==> src/rtl/priority_encoder_148_pkg.sv <==
// Shared types and helpers for the registered 8-to-3 priority encoder.
// Holds the debounce state encoding, counter width and the priority function.
package prio_enc_pkg;

  localparam int PE_CNT_W = 8;

  typedef enum logic [1:0] {
    IDLE    = 2'd0,
    SETTLE  = 2'd1,
    HELD    = 2'd2,
    RELEASE = 2'd3
  } pe_state_t;

  // Binary index of the highest-numbered low bit; 0 when no bit is low.
  function automatic logic [2:0] prio8(input logic [7:0] act_n);
    logic [2:0] idx;
    idx = 3'd0;
    for (int i = 0; i < 8; i++) begin
      if (!act_n[i]) idx = i[2:0];
    end
    return idx;
  endfunction

endpackage

==> src/rtl/priority_encoder_148_sync_2ff.sv <==
// Two-flop synchronizer for asynchronous level inputs.
// Resets to a caller-chosen idle pattern so nothing looks active after reset.
module sync_2ff #(
  parameter int           W       = 1,
  parameter logic [W-1:0] RST_VAL = '0
) (
  input  logic         clk,
  input  logic         rst,
  input  logic [W-1:0] i_d,
  output logic [W-1:0] o_q
);

  logic [W-1:0] r_meta_p0;
  logic [W-1:0] r_sync_p1;

  always_ff @(posedge clk or posedge rst) begin
    if (rst) begin
      r_meta_p0 <= RST_VAL;
      r_sync_p1 <= RST_VAL;
    end else begin
      r_meta_p0 <= i_d;
      r_sync_p1 <= r_meta_p0;
    end
  end

  assign o_q = r_sync_p1;

endmodule

==> src/rtl/priority_encoder_148.sv <==
// Registered 74148-style active-low priority encoder with cascade pins,
// plus a debounced key-event channel emitting one pulse per stable press.
module priority_encoder_148
  import prio_enc_pkg::*;
#(
  parameter int DEBOUNCE = 4
) (
  input  logic       clk,
  input  logic       rst,
  input  logic       ei_n,
  input  logic [7:0] key_n,
  output logic [2:0] a_n,
  output logic       gs_n,
  output logic       eo_n,
  output logic       key_valid,
  output logic [2:0] key_code
);

  localparam logic [PE_CNT_W-1:0] LP_DEB = PE_CNT_W'(DEBOUNCE);

  function automatic logic [PE_CNT_W-1:0] sat_inc(input logic [PE_CNT_W-1:0] v);
    return (v >= LP_DEB) ? v : v + 1'b1;
  endfunction

  logic [8:0] w_sync_p1;
  logic       w_es;
  logic [7:0] w_ks;
  logic       w_active;
  logic [2:0] w_code;

  sync_2ff #(
    .W       (9),
    .RST_VAL (9'h1FF)
  ) u_sync (
    .clk (clk),
    .rst (rst),
    .i_d ({ei_n, key_n}),
    .o_q (w_sync_p1)
  );

  assign w_es     = w_sync_p1[8];
  assign w_ks     = w_sync_p1[7:0];
  assign w_active = !w_es && (w_ks != 8'hFF);
  assign w_code   = prio8(w_ks);

  // Stage p2: registered encoder outputs
  logic [2:0] r_a_n_p2;
  logic       r_gs_n_p2;
  logic       r_eo_n_p2;

  always_ff @(posedge clk or posedge rst) begin
    if (rst) begin
      r_a_n_p2  <= 3'b111;
      r_gs_n_p2 <= 1'b1;
      r_eo_n_p2 <= 1'b1;
    end else if (w_es) begin
      r_a_n_p2  <= 3'b111;
      r_gs_n_p2 <= 1'b1;
      r_eo_n_p2 <= 1'b1;
    end else if (w_ks == 8'hFF) begin
      r_a_n_p2  <= 3'b111;
      r_gs_n_p2 <= 1'b1;
      r_eo_n_p2 <= 1'b0;
    end else begin
      r_a_n_p2  <= ~w_code;
      r_gs_n_p2 <= 1'b0;
      r_eo_n_p2 <= 1'b1;
    end
  end

  // Stage p2: debounce FSM state and event registers
  pe_state_t             r_state;
  logic [2:0]            r_cand;
  logic [PE_CNT_W-1:0]   r_cnt;
  logic [2:0]            r_key_code;
  logic                  r_key_valid;

  pe_state_t             w_state_nxt;
  logic [2:0]            w_cand_nxt;
  logic [PE_CNT_W-1:0]   w_cnt_nxt;
  logic [2:0]            w_key_code_nxt;
  logic                  w_key_valid_nxt;

  always_ff @(posedge clk or posedge rst) begin
    if (rst) begin
      r_state     <= IDLE;
      r_cand      <= 3'd0;
      r_cnt       <= '0;
      r_key_code  <= 3'd0;
      r_key_valid <= 1'b0;
    end else begin
      r_state     <= w_state_nxt;
      r_cand      <= w_cand_nxt;
      r_cnt       <= w_cnt_nxt;
      r_key_code  <= w_key_code_nxt;
      r_key_valid <= w_key_valid_nxt;
    end
  end

  always_comb begin
    w_state_nxt     = r_state;
    w_cand_nxt      = r_cand;
    w_cnt_nxt       = r_cnt;
    w_key_code_nxt  = r_key_code;
    w_key_valid_nxt = 1'b0;
    unique case (r_state)
      IDLE: begin
        if (w_active) begin
          w_cand_nxt = w_code;
          w_cnt_nxt  = PE_CNT_W'(1);
          if (DEBOUNCE == 1) begin
            w_key_code_nxt  = w_code;
            w_key_valid_nxt = 1'b1;
            w_state_nxt     = HELD;
          end else begin
            w_state_nxt = SETTLE;
          end
        end
      end
      SETTLE: begin
        if (!w_active) begin
          w_state_nxt = IDLE;
        end else if (w_code != r_cand) begin
          w_cand_nxt = w_code;
          w_cnt_nxt  = PE_CNT_W'(1);
        end else begin
          w_cnt_nxt = sat_inc(r_cnt);
          if (w_cnt_nxt == LP_DEB) begin
            w_key_code_nxt  = r_cand;
            w_key_valid_nxt = 1'b1;
            w_state_nxt     = HELD;
          end
        end
      end
      HELD: begin
        if (!w_active) begin
          w_cnt_nxt   = PE_CNT_W'(1);
          w_state_nxt = RELEASE;
        end else if (w_code != r_key_code) begin
          w_cand_nxt  = w_code;
          w_cnt_nxt   = PE_CNT_W'(1);
          w_state_nxt = SETTLE;
        end
      end
      RELEASE: begin
        if (!w_active) begin
          w_cnt_nxt = sat_inc(r_cnt);
          if (w_cnt_nxt == LP_DEB) w_state_nxt = IDLE;
        end else if (w_code == r_key_code) begin
          // Short release glitch: resume the held key without a new event
          w_state_nxt = HELD;
        end else begin
          w_cand_nxt  = w_code;
          w_cnt_nxt   = PE_CNT_W'(1);
          w_state_nxt = SETTLE;
        end
      end
      default: w_state_nxt = IDLE;
    endcase
  end

  assign a_n       = r_a_n_p2;
  assign gs_n      = r_gs_n_p2;
  assign eo_n      = r_eo_n_p2;
  assign key_valid = r_key_valid;
  assign key_code  = r_key_code;

endmodule

==> config.mk <==
export PLATFORM = sky130hd
export DESIGN_NAME = priority_encoder_148
export DESIGN_NICKNAME = d
export VERILOG_FILES = /design/src/rtl/priority_encoder_148_pkg.sv /design/src/rtl/priority_encoder_148_sync_2ff.sv /design/src/rtl/priority_encoder_148.sv
export SDC_FILE = /design/constraint.sdc
export NUM_CORES = 1
export LEC_CHECK = 0
export ABC_AREA = 1
export ABC_CLOCK_PERIOD_IN_PS = 1520
export BUFFER_PORTS_ARGS = -buffer_cell sky130_fd_sc_hd__buf_4
export CORE_MARGIN = 2
export CORE_UTILIZATION = 50
export DETAILED_ROUTE_END_ITERATION = 8
export PLACE_DENSITY = 0.73
export SLEW_MARGIN = 20
export SYNTH_ARGS = -nofsm -noshare
export SYNTH_HDL_FRONTEND = slang
export SYNTH_SLANG_ARGS = --single-unit
==> constraint.sdc <==
create_clock -name clk -period 1.52 [get_ports clk]
set_clock_uncertainty 0.1 [all_clocks]
set_input_delay 0.304 -clock clk [delete_from_list [all_inputs] [get_ports clk]]
set_output_delay 0.304 -clock clk [all_outputs]
set_load 0.03 [all_outputs]
==> impl_metrics.xml, run 1 <==
<?xml version="1.0" encoding="UTF-8"?>
<metrics>
  <group name="run_status">
    <metric name="outcome" unit="">finished with violations</metric>
    <metric name="failed_checks" unit="">negative setup slack</metric>
  </group>
  <group name="cts">
    <metric name="clock_latency" unit="ns">0.35</metric>
    <metric name="max-clock-path-buffers" unit="">2</metric>
    <metric name="ctsHtreeMaxLevel" unit="">2</metric>
    <metric name="cts_root_buffer" unit="">clkbuf_4</metric>
    <metric name="cts_tree" unit="">done</metric>
    <metric name="cts-buffers-inserted" unit="">5</metric>
    <metric name="tritoncts_num_sinks" unit="">40</metric>
    <metric name="path_clk_slew" unit="ns">0.12</metric>
  </group>
  <group name="route">
    <metric name="postRouteAntennaNets" unit="">0</metric>
    <metric name="wirelength" unit="µm">3680</metric>
    <metric name="met3_wirelength" unit="µm">119</metric>
    <metric name="drtIter0Drc" unit="">81</metric>
    <metric name="via_total_after_detailed_routing" unit="">1421</metric>
    <metric name="routed_wire_length_per_instance" unit="µm">12.6</metric>
    <metric name="detail_route.first_pass.iterations" unit="">4</metric>
    <metric name="drt_drc_violations_left" unit="">0</metric>
    <metric name="routed_via_density" unit="">4.87</metric>
    <metric name="wirelength_met1" unit="µm">1500</metric>
    <metric name="top_routing_layer_in_use" unit="">met4</metric>
    <metric name="routed-wl-met2" unit="µm">1970</metric>
  </group>
  <group name="pwr">
    <metric name="p_leak" unit="nW">1.23</metric>
    <metric name="irDropWorstVdd" unit="µV">774</metric>
    <metric name="power_per_cell_area" unit="mW/mm²">1150</metric>
  </group>
  <group name="die">
    <metric name="dieArea" unit="mm²">0.00406</metric>
    <metric name="die_h" unit="µm">63.7</metric>
    <metric name="die-width" unit="µm">63.7</metric>
    <metric name="placement_rows" unit="">21</metric>
    <metric name="initial_utilization" unit="">0.526</metric>
    <metric name="core_area" unit="mm²">0.00339</metric>
    <metric name="ios" unit="">20</metric>
  </group>
  <group name="cells_and_area">
    <metric name="antenna_cells_inserted" unit="">0</metric>
    <metric name="drive_gt1_frac" unit="">0.508</metric>
    <metric name="register_area" unit="mm²">0.00103</metric>
    <metric name="fin_cells" unit="">292</metric>
    <metric name="area_of_combinational_cells_with_multiple_inputs" unit="µm²">807</metric>
    <metric name="area_growth" unit="%">40.5</metric>
    <metric name="n_fill_cell" unit="">212</metric>
    <metric name="total_number_of_nets_in_the_final_design" unit="">258</metric>
  </group>
  <group name="timing">
    <metric name="grt_setup_unrepaired" unit="">yes</metric>
    <metric name="tightest_slew" unit="ns">0.444</metric>
    <metric name="post-route-worst-setup-slack" unit="ns">-0.340</metric>
    <metric name="final_hold_viol_count" unit="">0</metric>
    <metric name="post-route-min-period" unit="ns">1.86</metric>
    <metric name="worst_slew_margin_rel" unit="">0.703</metric>
    <metric name="setup_viols_final" unit="">17</metric>
    <metric name="timing.final.crit_share" unit="">1.22</metric>
    <metric name="fmax" unit="MHz">538</metric>
    <metric name="finalHoldWorstSlack" unit="ns">0.251</metric>
    <metric name="final_max_slew_viol_count" unit="">0</metric>
  </group>
  <group name="setup_path">
    <metric name="worst_path_fanout_max" unit="">6</metric>
    <metric name="critical_setup_path_kind" unit="">register to register</metric>
    <metric name="crit_path_start_kind" unit="">register</metric>
    <metric name="max_stage_delay" unit="ns">0.57</metric>
    <metric name="cp_data_arrival_time" unit="ns">2.05</metric>
    <metric name="timing.critical_path.slowest_stage_cell" unit="">dfstp_2</metric>
    <metric name="required" unit="ns">1.71</metric>
    <metric name="crit_chain" unit="">inv_2, nand2_2, nand2_1, nand2_1, nand2_1, nand2_2, nand2_2, nand2_2, nand4_1, buf_4, nand3_4, nand2_1, o21ai_1</metric>
    <metric name="worst_setup_path_end_kind" unit="">register</metric>
  </group>
  <group name="synth">
    <metric name="syn_nets" unit="">200</metric>
    <metric name="ys_dominant_reg_cell" unit="">dfstp_2</metric>
    <metric name="yosys_register_bits" unit="">40</metric>
    <metric name="syn-cell-area" unit="mm²">0.00178</metric>
    <metric name="commonest_cells_post_synth" unit="">nand2_1, dfstp_2, inv_1</metric>
    <metric name="synth_cells" unit="">187</metric>
    <metric name="synthDistinctLibCells" unit="">27</metric>
    <metric name="synth-seq-area-share" unit="">0.578</metric>
    <metric name="syn-mean-instance-area" unit="µm²">9.53</metric>
    <metric name="ys_warn_count" unit="">0</metric>
    <metric name="ys_top_cells_by_area" unit="">dfstp_2, dfrtp_1, nand2_1</metric>
    <metric name="synth_largest_area_cell" unit="">dfstp_2</metric>
    <metric name="synth-edff-count" unit="">0</metric>
    <metric name="post-synth-top-area-fraction" unit="">0.339</metric>
    <metric name="synth.most_common_cell" unit="">nand2_1</metric>
    <metric name="synth-async-reset-ratio" unit="">1.00</metric>
  </group>
  <group name="min_path">
    <metric name="hp-class" unit="">register to register</metric>
  </group>
  <group name="global_routing">
    <metric name="grt_first_pass_wirelength" unit="µm">5860</metric>
    <metric name="grt_pass1_vias" unit="">1371</metric>
    <metric name="grt_start_max_net_pins" unit="">41</metric>
    <metric name="global_route.overflow_total" unit="">0</metric>
    <metric name="grt.total_usage" unit="">0.190</metric>
    <metric name="initial_antenna_violation_count" unit="">0</metric>
  </group>
  <group name="placement">
    <metric name="io_buffers" unit="">19</metric>
    <metric name="hpwlAfterDp" unit="µm">2400</metric>
    <metric name="place.detailed.instances" unit="">270</metric>
    <metric name="gp_routability_congestion" unit="">0.841</metric>
  </group>
  <group name="job">
    <metric name="drv_cap" unit="">0</metric>
  </group>
</metrics>
[per-layer routing]
metal  GRT usage  up-vias
li1            -      695
met1       0.204      685
met2       0.349       32
met3      0.0446        9
met4      0.0897        0
met5           0        -
[cell type report]
| class | count | area share |
|---|---|---|
| Tap cell | 46 | 0.0230 |
| Clock inverter | 1 | 0.00350 |
| Sequential cell | 40 | 0.411 |
| Clock buffer | 7 | 0.0305 |
| Timing Repair Buffer | 51 | 0.169 |
| Multi-Input combinational cell | 122 | 0.322 |
| Inverter | 25 | 0.0405 |
[final timing paths]
path	start	depth (start not counted)	to	slack [ns]
setup / recovery	u_sync.o_q[1]	13	r_cand[2]	-0.34
hold / removal	u_sync.r_meta_p0[4]	0	u_sync.o_q[4]	0.25
max in group asynchronous	rst	4	u_sync.o_q[5]	0.61
min in group asynchronous	rst	4	r_cnt[6]	0.44
hold reg to reg	u_sync.r_meta_p0[4]	0	u_sync.o_q[4]	0.25
setup reg to reg	u_sync.o_q[1]	13	r_cand[2]	-0.34
[placed cells by master (no fill, tap or decap), types with 2 or more instances in the layout]
cell type and instances:
dfrtp_1 17, inv_1 18, a21oi_2 3, buf_4 39
ha_1 2, dlygate4sd3_1 10, nand3_1 9, nand2_2 13
nor2_4 3, inv_4 3, clkbuf_4 5, nand2_1 41
nand3_2 4, nand2_4 7, xor2_2 2, nor2_1 10
nand4_1 3, nand3_4 3, nor2_2 5, a21boi_2 2
dfstp_2 23, o21ai_1 6, inv_2 4
[state kept, by name, indices dropped and copies added (netlist names)]
name / cells
u_sync.o_q: 9
u_sync.r_meta_p0: 9
r_cnt: 8
a_n: 3
key_code: 3
r_cand: 3
r_state: 2
eo_n: 1
gs_n: 1
key_valid: 1
[where the power goes]
group          leakage, nW  switching, W  internal (W)
Sequential           0.465     0.0000729       0.00119
Combinational        0.720      0.000562      0.000394
Clock               0.0466      0.000349      0.000328
[critical path: cells and delay by family (launching register included)]
| family | cells | cell delay, ns |
|---|---|---|
| and+or+nand+nor | 10 | 0.84 |
| AOI/OAI and AO/OA | 1 | 0.08 |
| buffers and inverters | 2 | 0.23 |
| DFF | 1 | 0.57 |
[per-stage QoR]
stage | instance area, µm² | setup slack (ns) | total power (W) | setup TNS (ns) | util
finish | 2500 | -0.340 | 0.00289 | -4.60 | 0.739
global route | 2500 | -0.419 | 0.00307 | -6.30 | 0.739
CTS | 2390 | -0.225 | 0.00280 | -3.23 | 0.707
detailed placement | 2170 | -0.243 | 0.00207 | -3.54 | 0.642
global placement | 2170 | -0.205 | 0.00203 | -3.00 | 0.642
floorplan | 1830 | -0.136 | 0.00175 | -1.61 | -
[cells by family (layout without fill, tap and decap cells)]
family	Yosys count	after routing	synth area share
and+or+nand+nor	103	103	0.283
DFF	40	40	0.578
buffers and inverters	25	84	0.0540
AOI/OAI and AO/OA	14	14	0.0526
xor gates and xnor gates	3	3	0.0190
adders and majority gates	2	2	0.0140
[repair_timing]
| action | in CTS | in global routing |
|---|---|---|
| setup endpoints to repair | 17 | 17 |
| hold endpoints to repair | 26 | 0 |
| hold buffers | 10 | 0 |
| setup buffers | 1 | 3 |
| gates resized for setup | 11 | 23 |
| pin swaps | 8 | 21 |
Note: power is estimated with default switching activity, not from simulation.
==> run 2: changes to the inputs <==
- PLACE_DENSITY: 0.73 -> 0.72
- SYNTH_HIERARCHICAL: default -> 1
==> run 2 against run 1 <==
Net effect:
- the flow still finishes with violations (negative setup slack)
- fmax is 4.9% lower
- first-iteration DRC count decreased by 21%
- final cell count increased by 11%
- critical path type unchanged
- largest power group unchanged
==> impl_metrics.xml, run 2 <==
<?xml version="1.0" encoding="UTF-8"?>
<metrics>
  <group name="cells_and_area">
    <metric name="register_area" unit="mm²">0.00103</metric>
    <metric name="fin_area" unit="mm²">0.00271</metric>
    <metric name="final_cell_mix" unit="">buf_4, nand2_1, dfstp_2</metric>
    <metric name="area_of_combinational_cells_with_multiple_inputs" unit="µm²">830</metric>
    <metric name="total_number_of_nets_in_the_final_design" unit="">289</metric>
    <metric name="antenna_cells_inserted" unit="">0</metric>
    <metric name="drive_gt1_frac" unit="">0.534</metric>
    <metric name="area_growth" unit="%">50.1</metric>
    <metric name="n_fill_cell" unit="">187</metric>
    <metric name="postLayoutCoreUtil" unit="">0.799</metric>
    <metric name="layout.cells.most_common" unit="">buf_4</metric>
  </group>
  <group name="setup_path">
    <metric name="crit_chain" unit="">nand2_4, nor2_8, xor2_1, nor2_1, nand2_1, nor2_4, nand2_2, inv_2, nor2_4, nand2_1, o21ai_1</metric>
    <metric name="crit_path_start_kind" unit="">register</metric>
    <metric name="crit-reg2reg-launch" unit="">u_sync/o_q[4]</metric>
    <metric name="setup.reg_to_reg.worst_slack" unit="ns">-0.43</metric>
    <metric name="path_buf_inv" unit="">1</metric>
    <metric name="path_delay_family" unit="">simple AND/OR/NAND/NOR gates</metric>
    <metric name="critical_setup_path_kind" unit="">register to register</metric>
    <metric name="reg2reg_depth" unit="">11</metric>
    <metric name="timing.critical_path.slowest_stage_cell" unit="">dfstp_2</metric>
    <metric name="worst_path_fanout_max" unit="">6</metric>
    <metric name="required" unit="ns">1.67</metric>
    <metric name="max_stage_delay" unit="ns">0.61</metric>
    <metric name="worst_setup_path_end_kind" unit="">register</metric>
    <metric name="cp_data_arrival_time" unit="ns">2.10</metric>
    <metric name="crit-reg2reg-capture" unit="">r_cand[2]</metric>
  </group>
  <group name="cts">
    <metric name="tritoncts_num_sinks" unit="">40</metric>
    <metric name="ctsHtreeMaxLevel" unit="">2</metric>
    <metric name="cts_tree" unit="">done</metric>
    <metric name="path_clk_slew" unit="ns">0.13</metric>
    <metric name="cts-buffers-inserted" unit="">5</metric>
    <metric name="cts_root_buffer" unit="">clkbuf_4</metric>
    <metric name="max-clock-path-buffers" unit="">2</metric>
    <metric name="clock_latency" unit="ns">0.36</metric>
  </group>
  <group name="route">
    <metric name="routed_wire_length_per_instance" unit="µm">14.6</metric>
    <metric name="detail_route.first_pass.iterations" unit="">4</metric>
    <metric name="drt_drc_violations_left" unit="">0</metric>
    <metric name="wirelength" unit="µm">4730</metric>
    <metric name="via_total_after_detailed_routing" unit="">1616</metric>
    <metric name="routed_via_density" unit="">5.00</metric>
    <metric name="postRouteAntennaNets" unit="">0</metric>
    <metric name="drtIter0Drc" unit="">64</metric>
  </group>
  <group name="die">
    <metric name="die_h" unit="µm">64.1</metric>
    <metric name="placement_rows" unit="">21</metric>
    <metric name="ios" unit="">20</metric>
    <metric name="dieArea" unit="mm²">0.00410</metric>
    <metric name="core_area" unit="mm²">0.00339</metric>
    <metric name="initial_utilization" unit="">0.532</metric>
    <metric name="die-width" unit="µm">64.1</metric>
  </group>
  <group name="synth">
    <metric name="post-synth-top-area-fraction" unit="">0.335</metric>
    <metric name="synth_cells" unit="">197</metric>
    <metric name="syn-cell-area" unit="mm²">0.00180</metric>
    <metric name="ys_top_cells_by_area" unit="">dfstp_2, dfrtp_1, nand2_1</metric>
    <metric name="synth-edff-count" unit="">0</metric>
    <metric name="ys_dominant_reg_cell" unit="">dfstp_2</metric>
    <metric name="synth-seq-area-share" unit="">0.571</metric>
    <metric name="ys_warn_count" unit="">6</metric>
    <metric name="commonest_cells_post_synth" unit="">nand2_1, inv_1, dfstp_2</metric>
    <metric name="syn-mean-instance-area" unit="µm²">9.16</metric>
    <metric name="synth_largest_area_cell" unit="">dfstp_2</metric>
    <metric name="synth-async-reset-ratio" unit="">1.00</metric>
    <metric name="yosys_register_bits" unit="">40</metric>
    <metric name="synthDistinctLibCells" unit="">25</metric>
    <metric name="synth.most_common_cell" unit="">nand2_1</metric>
    <metric name="syn_nets" unit="">210</metric>
  </group>
  <group name="timing">
    <metric name="timing.final.crit_share" unit="">1.29</metric>
    <metric name="fmax" unit="MHz">512</metric>
    <metric name="post-route-worst-setup-slack" unit="ns">-0.435</metric>
    <metric name="grt_setup_unrepaired" unit="">yes</metric>
    <metric name="final_max_slew_viol_count" unit="">0</metric>
    <metric name="final_hold_viol_count" unit="">0</metric>
    <metric name="worst_slew_margin_rel" unit="">0.581</metric>
    <metric name="post-route-min-period" unit="ns">1.95</metric>
    <metric name="tightest_slew" unit="ns">0.628</metric>
    <metric name="final.setup.tns" unit="ns">-6.60</metric>
    <metric name="setup_viols_final" unit="">17</metric>
    <metric name="finalHoldWorstSlack" unit="ns">0.265</metric>
  </group>
  <group name="run_status">
    <metric name="outcome" unit="">finished with violations</metric>
    <metric name="failed_checks" unit="">negative setup slack</metric>
  </group>
  <group name="global_routing">
    <metric name="global_route.overflow_total" unit="">0</metric>
    <metric name="grt_start_max_net_pins" unit="">23</metric>
    <metric name="initial_antenna_violation_count" unit="">0</metric>
    <metric name="grt_pass1_vias" unit="">1636</metric>
    <metric name="grt.total_usage" unit="">0.241</metric>
    <metric name="grt_first_pass_wirelength" unit="µm">7530</metric>
  </group>
  <group name="job">
    <metric name="drv_cap" unit="">0</metric>
  </group>
  <group name="min_path">
    <metric name="whs_path_depth" unit="">0</metric>
    <metric name="timing.hold.worst.start" unit="">u_sync/r_meta_p0[2]</metric>
    <metric name="hp-class" unit="">register to register</metric>
    <metric name="min_delay_worst_endpoint" unit="">u_sync/o_q[2]</metric>
  </group>
  <group name="pwr">
    <metric name="p_leak" unit="nW">1.30</metric>
    <metric name="irDropWorstVdd" unit="µV">1040</metric>
    <metric name="power_per_cell_area" unit="mW/mm²">1190</metric>
  </group>
  <group name="placement">
    <metric name="place_area" unit="mm²">0.00225</metric>
    <metric name="io_buffers" unit="">19</metric>
    <metric name="gp_routability_congestion" unit="">0.919</metric>
    <metric name="hpwlAfterDp" unit="µm">2780</metric>
  </group>
</metrics>
## run 2: cell count changes after synthesis, sizes merged, moves of 2 or more
cell / previous run / this run
a21boi: 2 / 0
a21oi: 4 / 10
inv: 25 / 31
nand2: 62 / 59
nand3: 16 / 13
nand4: 3 / 9
## run 2: per-stage QoR
stage,power (W),worst slack [ns],instances
final,0.00323,-0.435,323
after global routing,0.00341,-0.563,323
after CTS,0.00305,-0.368,322
after detailed placement,0.00224,-0.414,293
after global placement,0.00220,-0.366,293
after floorplan,0.00185,-0.268,197
## run 2: worst max-delay path by stage
stage                  start   endpoint  slack [ns]  depth (start not counted)
3_5_place_dp   u_sync/o_q[3]   r_cnt[1]       -0.41                         14
3_3_place_gp   u_sync/o_q[3]   r_cnt[0]       -0.37                         11
5_1_grt        u_sync/o_q[4]   r_cnt[1]       -0.56                         12
6_report       u_sync/o_q[4]  r_cand[2]       -0.43                         11
4_1_cts        u_sync/o_q[1]   r_cnt[1]       -0.37                         13
2_1_floorplan  u_sync/o_q[7]   r_cnt[0]       -0.27                         11
## run 2: cells by family (layout without fill, tap and decap cells)
group           after synthesis  in the layout  synth area share
simple gates                104            105             0.265
flops                        40             40             0.571
buf+inv                      31            110            0.0645
compound gates               18             18            0.0763
fa+ha+maj                     2              2            0.0139
xor+xnor                      2              2           0.00971
## run 2: worst register-to-register path: cells and delay by family (launching register included)
| kind | cells | cell delay [ns] |
|---|---|---|
| DFF | 1 | 0.61 |
| xor gates and xnor gates | 1 | 0.08 |
| and+or+nand+nor | 8 | 0.88 |
| buffers and inverters | 1 | 0.09 |
| AOI/OAI and AO/OA | 1 | 0.08 |
## run 2: timing repair
action,in CTS,in global routing
pin swaps,11,18
resized for setup,30,25
cloned,1,0
endpoints found under the setup margin,17,19
hold buffers,10,0
hold endpoints to repair,26,0
buffers inserted,11,3
## run 2: final cells by class
cell class	instances	share of cell area
inverters	31	0.0467
clock inverters	2	0.00554
flip-flops and latches	40	0.380
multi-input cells	127	0.306
repair buffers	71	0.217
clock buffers	6	0.0231
well taps	46	0.0212
## run 2: routing by layer
metal,global-route usage,part of all wire,wire length (µm)
met2,0.431,0.54,2570
met3,0.0581,0.038,178
met1,0.281,0.39,1820
met4,0.0842,0.032,150
met5,0,0,0
## run 2: report_power, final
part	internal, W	switching (W)	total (W)
combinational	0.000522	0.000747	0.00127
clock	0.000287	0.000378	0.000665
sequential	0.00120	0.000100	0.00130
total	0.00201	0.00123	0.00323
==> run 3: changes to the inputs <==
- CORE_UTILIZATION: 50 -> 36
- PLACE_DENSITY: 0.72 -> default
==> run 3 against run 2 <==
Net effect:
- the run still ends with negative setup slack left
- first-iteration DRC count is 83% higher
- global-route usage shrank 8.4 points
- setup slack improved by 0.058 ns
- die area grew 36%
- count of clock-buffer cells in the layout shrank 1
- combinational power is 3% lower
- sequential power hardly changed
- critical path depth rose by 3
- routed wire length decreased by 18%
- hold slack lost 0.24 ns
- power fell by 1.4%
- critical path type unchanged
- non-clock buffer count down 5
==> impl_metrics.xml, run 3 (synthesis gave the netlist of run 2 again) <==
<?xml version="1.0" encoding="UTF-8"?>
<metrics>
  <group name="setup_path">
    <metric name="critical_path.endpoint" unit="">r_cnt[1]</metric>
    <metric name="critical_setup_path_kind" unit="">register to register</metric>
    <metric name="setup.worst_path.start" unit="">u_sync/o_q[7]</metric>
    <metric name="worst_path_fanout_max" unit="">6</metric>
    <metric name="worst_setup_path_end_kind" unit="">register</metric>
    <metric name="required" unit="ns">1.66</metric>
    <metric name="cp_data_arrival_time" unit="ns">2.03</metric>
    <metric name="reg2reg_depth" unit="">14</metric>
    <metric name="setup.reg_to_reg.worst_slack" unit="ns">-0.38</metric>
    <metric name="crit_chain" unit="">nand2_4, inv_4, nand2_4, nand2_1, nand2_1, nor2_2, nand2_2, nor2_4, nand2_4, nand2_4, inv_8, nor2_4, nand2_2, nand2_1</metric>
    <metric name="crit_path_start_kind" unit="">register</metric>
    <metric name="timing.critical_path.slowest_stage_cell" unit="">dfstp_2</metric>
    <metric name="max_stage_delay" unit="ns">0.55</metric>
    <metric name="path_common_cell" unit="">nand2_4</metric>
    <metric name="crit-reg2reg-launch" unit="">u_sync/o_q[7]</metric>
    <metric name="crit-reg2reg-capture" unit="">r_cnt[1]</metric>
  </group>
  <group name="die">
    <metric name="initial_utilization" unit="">0.377</metric>
    <metric name="dieArea" unit="mm²">0.00559</metric>
    <metric name="die-width" unit="µm">74.8</metric>
    <metric name="ios" unit="">20</metric>
    <metric name="placement_rows" unit="">25</metric>
    <metric name="die_h" unit="µm">74.8</metric>
    <metric name="core_area" unit="mm²">0.00479</metric>
  </group>
  <group name="route">
    <metric name="detail_route.first_pass.iterations" unit="">4</metric>
    <metric name="wirelength" unit="µm">3890</metric>
    <metric name="via_total_after_detailed_routing" unit="">1544</metric>
    <metric name="routed_via_density" unit="">4.55</metric>
    <metric name="postRouteAntennaNets" unit="">0</metric>
    <metric name="drt_drc_violations_left" unit="">0</metric>
    <metric name="routed_wire_length_per_instance" unit="µm">11.5</metric>
    <metric name="drtIter0Drc" unit="">117</metric>
  </group>
  <group name="min_path">
    <metric name="hp-class" unit="">input port to register</metric>
    <metric name="whs_path_depth" unit="">1</metric>
  </group>
  <group name="cells_and_area">
    <metric name="area_growth" unit="%">47.4</metric>
    <metric name="antenna_cells_inserted" unit="">0</metric>
    <metric name="final_cell_mix" unit="">buf_4, nand2_1, inv_1, dfstp_2, dfrtp_1</metric>
    <metric name="layout.cells.most_common" unit="">buf_4</metric>
    <metric name="postLayoutCoreUtil" unit="">0.556</metric>
    <metric name="fin_cells" unit="">339</metric>
    <metric name="total_number_of_nets_in_the_final_design" unit="">284</metric>
    <metric name="drive_gt1_frac" unit="">0.522</metric>
  </group>
  <group name="cts">
    <metric name="tritoncts_num_sinks" unit="">40</metric>
    <metric name="cts_tree" unit="">done</metric>
    <metric name="cts-buffers-inserted" unit="">5</metric>
    <metric name="max-clock-path-buffers" unit="">2</metric>
    <metric name="cts_root_buffer" unit="">clkbuf_8</metric>
    <metric name="clock_latency" unit="ns">0.29</metric>
    <metric name="ctsHtreeMaxLevel" unit="">2</metric>
    <metric name="path_clk_slew" unit="ns">0.08</metric>
  </group>
  <group name="pwr">
    <metric name="p_leak" unit="nW">1.29</metric>
    <metric name="power_per_cell_area" unit="mW/mm²">1200</metric>
    <metric name="irDropWorstVdd" unit="µV">700</metric>
  </group>
  <group name="timing">
    <metric name="worst_slew_margin_rel" unit="">0.593</metric>
    <metric name="post-route-worst-setup-slack" unit="ns">-0.377</metric>
    <metric name="fmax" unit="MHz">527</metric>
    <metric name="grt_setup_unrepaired" unit="">yes</metric>
    <metric name="post-route-min-period" unit="ns">1.90</metric>
    <metric name="timing.final.crit_share" unit="">1.25</metric>
    <metric name="finalHoldWorstSlack" unit="ns">0.0217</metric>
    <metric name="tightest_slew" unit="ns">0.610</metric>
    <metric name="setup_viols_final" unit="">17</metric>
    <metric name="final_hold_viol_count" unit="">0</metric>
    <metric name="final.setup.tns" unit="ns">-5.49</metric>
    <metric name="final_max_slew_viol_count" unit="">0</metric>
  </group>
  <group name="global_routing">
    <metric name="initial_antenna_violation_count" unit="">0</metric>
    <metric name="grt_start_max_net_pins" unit="">23</metric>
    <metric name="grt.total_usage" unit="">0.158</metric>
    <metric name="global_route.overflow_total" unit="">0</metric>
    <metric name="grt_first_pass_wirelength" unit="µm">6510</metric>
    <metric name="grt_pass1_vias" unit="">1528</metric>
  </group>
  <group name="job">
    <metric name="drv_cap" unit="">0</metric>
  </group>
  <group name="placement">
    <metric name="hpwlAfterDp" unit="µm">2700</metric>
    <metric name="place.detailed.instances" unit="">319</metric>
    <metric name="io_buffers" unit="">19</metric>
    <metric name="gp_routability_congestion" unit="">0.830</metric>
  </group>
  <group name="run_status">
    <metric name="failed_checks" unit="">negative setup slack</metric>
    <metric name="outcome" unit="">finished with violations</metric>
  </group>
</metrics>
## run 3: cell types whose count changed in the layout (fill, tap and decap cells not counted), sizes merged
cell / delta
buf: -2
clkbuf: -1
clkinv: +3
dlygate4sd3: -3
inv: -2
## run 3: through the flow
stage	area [µm²]	setup WS (ns)	power (W)
4_1_cts	2520	-0.317	0.00308
3_5_place_dp	2310	-0.404	0.00227
6_report	2660	-0.377	0.00318
2_1_floorplan	1810	-0.268	0.00185
3_3_place_gp	2310	-0.382	0.00225
5_1_grt	2660	-0.494	0.00341
## run 3: timing repair
action / 4_1_cts / 5_1_grt
hold endpoints to repair: 17 / 6
gates resized for setup: 25 / 19
gates cloned: 1 / 0
buffers inserted: 4 / 1
endpoints found under the setup margin: 17 / 17
pin swaps: 18 / 10
hold buffers: 1 / 6
## run 3: cell type report
class	instances	area (µm²)
multi-input combinational	127	812
sequential	40	1030
clock inverter	3	18.8
inverter	31	126
clock buffer	5	68.8
timing repair buffer	66	520
tap	67	83.8
fill	451	2130
## run 3: critical path, delay by kind of cell (launching register included)
family,cells,cell delay (ns)
buffers and inverters,2,0.13
flip-flops,1,0.55
AND/OR/NAND/NOR,12,1.05
## run 3: worst min path at each step
| stage | slack [ns] | endpoint | start |
|---|---|---|---|
| 2_1_floorplan | 0.19 | key_code[0] | rst |
| 3_3_place_gp | 0.25 | u_sync/o_q[4] | u_sync/r_meta_p0[4] |
| 3_5_place_dp | 0.25 | u_sync/o_q[0] | u_sync/r_meta_p0[0] |
| 4_1_cts | 0.008 | u_sync/r_meta_p0[0] | key_n[0] |
| 5_1_grt | -0.0004 | u_sync/r_meta_p0[2] | key_n[2] |
| 6_report | 0.02 | u_sync/r_meta_p0[2] | key_n[2] |
## run 3: metal layers
layer	track usage	wire (µm)	vias up
met4	0.0536	61	0
li1	-	-	770
met2	0.297	2180	27
met5	0	0	-
met1	0.167	1520	740
met3	0.0469	122	7
## run 3: report_power, final
part	switching, W	internal, W
Combinational	0.000709	0.000520
Sequential	0.0000718	0.00120
Clock	0.000367	0.000320
